## config.mk

```make
export PLATFORM = sky130hd
export DESIGN_NAME = fifo_sram_prefetch
export DESIGN_NICKNAME = d
export VERILOG_FILES = /design/src/rtl/fifo_sram_prefetch.sv
export SDC_FILE = /design/constraint.sdc
export NUM_CORES = 1
export LEC_CHECK = 0
export BUFFER_PORTS_ARGS = -buffer_cell sky130_fd_sc_hd__buf_2
export CORE_ASPECT_RATIO = 0.6
export CORE_MARGIN = 10
export CORE_UTILIZATION = 49
export DETAILED_ROUTE_END_ITERATION = 7
export GPL_ROUTABILITY_DRIVEN = 0
export PLACE_DENSITY = 0.67
export RECOVER_POWER = 50
export SLEW_MARGIN = 20
export SYNTH_ARGS = -nofsm -noshare
export SYNTH_HDL_FRONTEND = slang
export SYNTH_SLANG_ARGS = --single-unit
```

## constraint.sdc

```tcl
create_clock -name clk_i -period 4.43 [get_ports clk_i]
set_input_delay 1.1075 -clock clk_i [delete_from_list [all_inputs] [get_ports clk_i]]
set_output_delay 1.1075 -clock clk_i [all_outputs]
set_load 0.05 [all_outputs]
```

## src/rtl/fifo_sram_prefetch.sv

```systemverilog
// SRAM-backed FIFO with first-word-fall-through output; a credit-controlled prefetch buffer hides SRAM read latency.
// Optional sticky overflow/underflow flags are built only when FIFO_ERR_FLAGS_EN is defined.
module fifo_sram_prefetch #(
    parameter int WIDTH            = 10,
    parameter int DEPTH            = 10,
    parameter int RD_LATENCY       = 1,
    parameter int ALMOST_FULL_LVL  = DEPTH - 2,
    parameter int ALMOST_EMPTY_LVL = 2
) (
    input  logic                       clk_i,
    input  logic                       rst_i,
    input  logic                       wr_en_i,
    input  logic [WIDTH-1:0]           data_i,
    input  logic                       rd_en_i,
    output logic [WIDTH-1:0]           data_o,
    output logic                       empty_o,
    output logic                       full_o,
    output logic                       almost_full_o,
    output logic                       almost_empty_o,
    output logic [$clog2(DEPTH+1)-1:0] count_o,
    output logic [1:0]                 err_o
);

    localparam int CW   = $clog2(DEPTH + 1);
    localparam int PW   = $clog2(DEPTH);
    localparam int NBUF = RD_LATENCY + 1;
    localparam int BW   = $clog2(NBUF);
    localparam int BCW  = $clog2(NBUF + 1);

    localparam logic [CW-1:0]  DEPTH_C  = CW'(DEPTH);
    localparam logic [CW-1:0]  AF_C     = CW'(ALMOST_FULL_LVL);
    localparam logic [CW-1:0]  AE_C     = CW'(ALMOST_EMPTY_LVL);
    localparam logic [PW-1:0]  PTR_LAST = PW'(DEPTH - 1);
    localparam logic [BW-1:0]  BUF_LAST = BW'(NBUF - 1);
    localparam logic [BCW-1:0] NBUF_C   = BCW'(NBUF);

    logic [WIDTH-1:0] mem [DEPTH];
    logic [PW-1:0]    wr_ptr;
    logic [PW-1:0]    rd_ptr;
    logic [CW-1:0]    sram_cnt;
    logic [CW-1:0]    count_q;

    logic [RD_LATENCY-1:0] pipe_vld;
    logic [WIDTH-1:0]      pipe_data [RD_LATENCY];

    logic [WIDTH-1:0] buf_mem [NBUF];
    logic [BW-1:0]    buf_rd;
    logic [BW-1:0]    buf_wr;
    logic [BCW-1:0]   buf_cnt;
    logic [BCW-1:0]   credits;

    logic push;
    logic pop;
    logic issue;
    logic fill;

    function automatic logic [PW-1:0] ptr_inc(input logic [PW-1:0] p);
        return (p == PTR_LAST) ? '0 : p + PW'(1);
    endfunction

    function automatic logic [BW-1:0] buf_inc(input logic [BW-1:0] p);
        return (p == BUF_LAST) ? '0 : p + BW'(1);
    endfunction

    assign pop  = rd_en_i && !empty_o;
    assign push = wr_en_i && (!full_o || pop);
    // A pop frees its slot at this edge, so its credit can fund a read issued in the same cycle.
    assign issue = (sram_cnt != '0) && ((credits != '0) || pop);
    assign fill  = pipe_vld[RD_LATENCY-1];

    always_ff @(posedge clk_i) begin
        if (push) begin
            mem[wr_ptr] <= data_i;
        end
    end

    always_ff @(posedge clk_i or posedge rst_i) begin
        if (rst_i) begin
            wr_ptr   <= '0;
            rd_ptr   <= '0;
            sram_cnt <= '0;
            count_q  <= '0;
        end else begin
            if (push) begin
                wr_ptr <= ptr_inc(wr_ptr);
            end
            if (issue) begin
                rd_ptr <= ptr_inc(rd_ptr);
            end
            unique case ({push, issue})
                2'b10:   sram_cnt <= sram_cnt + CW'(1);
                2'b01:   sram_cnt <= sram_cnt - CW'(1);
                default: sram_cnt <= sram_cnt;
            endcase
            unique case ({push, pop})
                2'b10:   count_q <= count_q + CW'(1);
                2'b01:   count_q <= count_q - CW'(1);
                default: count_q <= count_q;
            endcase
        end
    end

    // Read pipeline models the SRAM latency; stage 0 captures the array output at the issue edge.
    always_ff @(posedge clk_i or posedge rst_i) begin
        if (rst_i) begin
            pipe_vld <= '0;
            for (int i = 0; i < RD_LATENCY; i++) begin
                pipe_data[i] <= '0;
            end
        end else begin
            pipe_vld[0] <= issue;
            if (issue) begin
                pipe_data[0] <= mem[rd_ptr];
            end
            for (int i = 1; i < RD_LATENCY; i++) begin
                pipe_vld[i]  <= pipe_vld[i-1];
                pipe_data[i] <= pipe_data[i-1];
            end
        end
    end

    always_ff @(posedge clk_i or posedge rst_i) begin
        if (rst_i) begin
            buf_rd  <= '0;
            buf_wr  <= '0;
            buf_cnt <= '0;
            credits <= NBUF_C;
            for (int i = 0; i < NBUF; i++) begin
                buf_mem[i] <= '0;
            end
        end else begin
            if (fill) begin
                buf_mem[buf_wr] <= pipe_data[RD_LATENCY-1];
                buf_wr          <= buf_inc(buf_wr);
            end
            if (pop) begin
                buf_rd <= buf_inc(buf_rd);
            end
            unique case ({fill, pop})
                2'b10:   buf_cnt <= buf_cnt + BCW'(1);
                2'b01:   buf_cnt <= buf_cnt - BCW'(1);
                default: buf_cnt <= buf_cnt;
            endcase
            unique case ({issue, pop})
                2'b10:   credits <= credits - BCW'(1);
                2'b01:   credits <= credits + BCW'(1);
                default: credits <= credits;
            endcase
        end
    end

    assign data_o         = buf_mem[buf_rd];
    assign empty_o        = (buf_cnt == '0);
    assign full_o         = (count_q == DEPTH_C);
    assign almost_full_o  = (count_q >= AF_C);
    assign almost_empty_o = (count_q <= AE_C);
    assign count_o        = count_q;

`ifdef FIFO_ERR_FLAGS_EN
    logic [1:0] err_q;

    always_ff @(posedge clk_i or posedge rst_i) begin
        if (rst_i) begin
            err_q <= 2'b00;
        end else begin
            if (wr_en_i && full_o && !pop) begin
                err_q[0] <= 1'b1;
            end
            if (rd_en_i && empty_o) begin
                err_q[1] <= 1'b1;
            end
        end
    end

    assign err_o = err_q;
`else
    assign err_o = 2'b00;
`endif

endmodule

```

==> impl_metrics.py <==
metrics = {
    "floorplan": {
        "die_area_um2": 18200,
        "num_rows": 32,
        "die_height_um": 108,
        "pin_count": 34,
        "initial_core_util_pct": 49.9,
        "core_area_um2": 12800,
        "die_w_um": 167,
    },
    "layout": {
        "final_net_count": 444,
        "layout_common_cells": "edfxtp_1, dfrtp_1, mux2_2",
        "antenna-diode-count": 0,
        "final_area_um2": 7260,
        "layout_commonest_cell": "edfxtp_1",
        "layout-drive-gt1-share_pct": 26.0,
        "layout.core_utilization_pct": 56.6,
        "syn_to_final_growth_pct": 13.5,
    },
    "cts": {
        "post_cts_buffers": 0,
        "tritoncts.num_buffers": 17,
        "clk_latency_ps": 410,
        "tritoncts": "yes",
        "maximum_buffer_depth_of_the_clock_tree": 2,
        "clkTransAtPathRegs_ps": 60,
        "cts.repair.resized": 0,
        "clkSinkCount": 153,
        "postCtsHoldBufs": 0,
        "htree_num_levels": 4,
        "cts_root_buffer": "clkbuf_16",
    },
    "yosys": {
        "mappedNetlistArea_um2": 6390,
        "yosysSeqAreaShare_pct": 67.7,
        "syn-mean-instance-area_um2": 16.7,
        "synth_area_leaders": "edfxtp_1, dfrtp_1, mux2_2",
        "synth_edf_count": 100,
        "dominantRegCellSynth": "edfxtp_1",
        "syn-instance-count": 384,
        "synth.yosys.warnings": 0,
        "number_of_synthesized_register_bits": 153,
        "synth_cell_type_count": 41,
        "yosys.area.top_type_share_pct": 47.0,
        "synthArstFlopShare_pct": 34.6,
        "synth_largest_area_cell": "edfxtp_1",
    },
    "critical_path": {
        "setup.worst_path.end_class": "register",
        "timing.reg2reg.setup_slack_ps": 1670,
        "startpoint_kind_of_the_worst_setup_timing_path": "input pin",
        "critical_path.max_fanout": 10,
        "worstPathRequired_ps": 4470,
        "cp_data_arrival_time_ps": 2980,
        "worst-r2r-cell-count": 10,
        "critPathKind": "in -> reg",
    },
    "power_and_ir_drop": {
        "clock_power_share_pct": 25.5,
        "fin_total_pwr_mw": 5.61,
        "power_switching_share_pct": 35.1,
        "power.internal_mw": 3.64,
        "p_leak_nw": 2.72,
        "comb_power_share_pct": 33.7,
        "p_sw_mw": 1.97,
        "power.sequential.fraction_pct": 40.9,
        "power_density_nw_per_um2": 773,
        "vdd.ir_drop.worst_uv": 322,
    },
    "timing": {
        "timing.final.crit_share_pct": 66.6,
        "max_slew.worst_pin.slew_ps": 1330,
        "slew_headroom_pct": 11.2,
        "timing_hold_violations_final": 0,
        "final-max-slew-violation-count": 0,
        "rsz0062_at_grt": "no",
        "fmax_ghz": 0.339,
        "period_needed_ps": 2950,
        "post_route_setup_tns_ps": 0,
        "post_route_skew_ps": 8.59,
        "report.final.setup_viol": 0,
    },
    "global_routing": {
        "grt_use_total_pct": 12.7,
        "grt_remaining_overflow": 0,
        "initial_antenna_violation_count": 0,
        "largest_net_degree_at_the_start_of_global_routing": 36,
        "first_global_vias": 3334,
        "grt_first_pass_wirelength_um": 18100,
    },
    "routing": {
        "wl_um": 11000,
        "firstDrtPassIters": 4,
        "viasPerCell": 5.30,
        "num_vias": 3204,
        "drt_drc_violations_left": 0,
        "drt_first_iter_violations": 194,
        "wl_per_cell_um": 18.2,
        "antenna_left": 0,
    },
    "placement": {
        "place_area_um2": 6690,
        "placement.io_buffers": 31,
        "detailedPlacementHpwl_um": 7660,
    },
    "min_path": {
        "min_delay_path_depth": 1,
        "holdCritPathClass": "reg -> reg",
    },
    "job": {
        "maxCapViolations": 0,
    },
    "status": {
        "run_status": "finished, final reports clean",
    },
}
==> cell families after synthesis <==
| group | Yosys count | share of synthesized area [%] |
|---|---|---|
| compound gates | 36 | 3.37 |
| fa+ha+maj | 8 | 1.68 |
| other cells | 1 | 0.0586 |
| buf+inv | 30 | 2.70 |
| simple gates | 60 | 4.42 |
| flops | 153 | 67.7 |
| xor+xnor | 20 | 2.74 |
| mux | 76 | 17.3 |
==> through the flow <==
| step | cells | setup WS (ps) | hold WS, ps |
|---|---|---|---|
| 2_1_floorplan | 385 | 1440 | 435 |
| 3_3_place_gp | 573 | 1210 | 451 |
| 3_5_place_dp | 573 | 1190 | 465 |
| 4_1_cts | 605 | 1600 | 479 |
| 5_1_grt | 605 | 1100 | 493 |
| 6_report | 605 | 1480 | 476 |
==> worst max-delay path, cell delays in order <==
cell     delay [ps]
buf_2            70
o21ai_0         170
inv_1           250
o21ai_2         200
or3_1           440
nor2_1          730
==> Yosys cell counts, drive strengths merged (2+ instances only) <==
cell type	instances
dfrtp	52
a211oi	3
nand4bb	2
mux2i	12
buf	13
o21ai	27
nor3	3
nand2	28
ha	7
edfxtp	100
mux4	20
xor2	9
nand2b	3
nor2b	2
xnor2	11
a21oi	2
inv	11
o211ai	2
mux2	44
clkbuf	6
nor2	14
or3	2
==> sequential cells by signal (all words and copies together) (netlist names), 2 cells and up <==
signal	cells
mem	100
rd_ptr	4
wr_ptr	4
buf_mem	20
sram_cnt	4
credits	2
buf_cnt	2
pipe_data	10
count_o	4
==> layout make-up <==
cell class | instances | area (um^2)
timing repair buffer | 37 | 184
sequential | 153 | 4330
tap | 170 | 213
inverter | 11 | 41.3
clock inverter | 13 | 153
multi-input combinational | 202 | 1900
clock buffer | 19 | 433
fill | 1013 | 5560
==> metal layers <==
layer / up-vias / routed length (um) / track usage [%]
li1: 1520 / - / -
met1: 1629 / 5510 / 17.2
met2: 47 / 4960 / 19.0
met3: 8 / 466 / 4.17
met4: 0 / 99 / 4.33
met5: - / 0 / 0
==> power groups by stage <==
stage / clock (mW) / sequential (mW) / combinational, mW
global placement: 0 / 2.31 / 1.87
floorplan: 0 / 2.13 / 1.71
detailed placement: 0 / 2.33 / 1.92
global route: 1.51 / 2.37 / 2.06
CTS: 1.45 / 2.30 / 1.93
finish: 1.43 / 2.29 / 1.89
==> final timing paths <==
kind | start | endpoint
min reg2reg | sram_cnt[3]$_DFFE_PP0P_ | sram_cnt[3]$_DFFE_PP0P_
min | sram_cnt[3]$_DFFE_PP0P_ | sram_cnt[3]$_DFFE_PP0P_
max reg2reg | buf_cnt[0]$_DFFE_PP0P_ | sram_cnt[2]$_DFFE_PP0P_
max in group asynchronous | rst_i | rd_ptr[0]$_DFFE_PP0P_
min in group asynchronous | rst_i | sram_cnt[1]$_DFFE_PP0P_
max | rd_en_i | mem[5][2]$_DFFE_PP_
(Power assumes the default switching activity.)
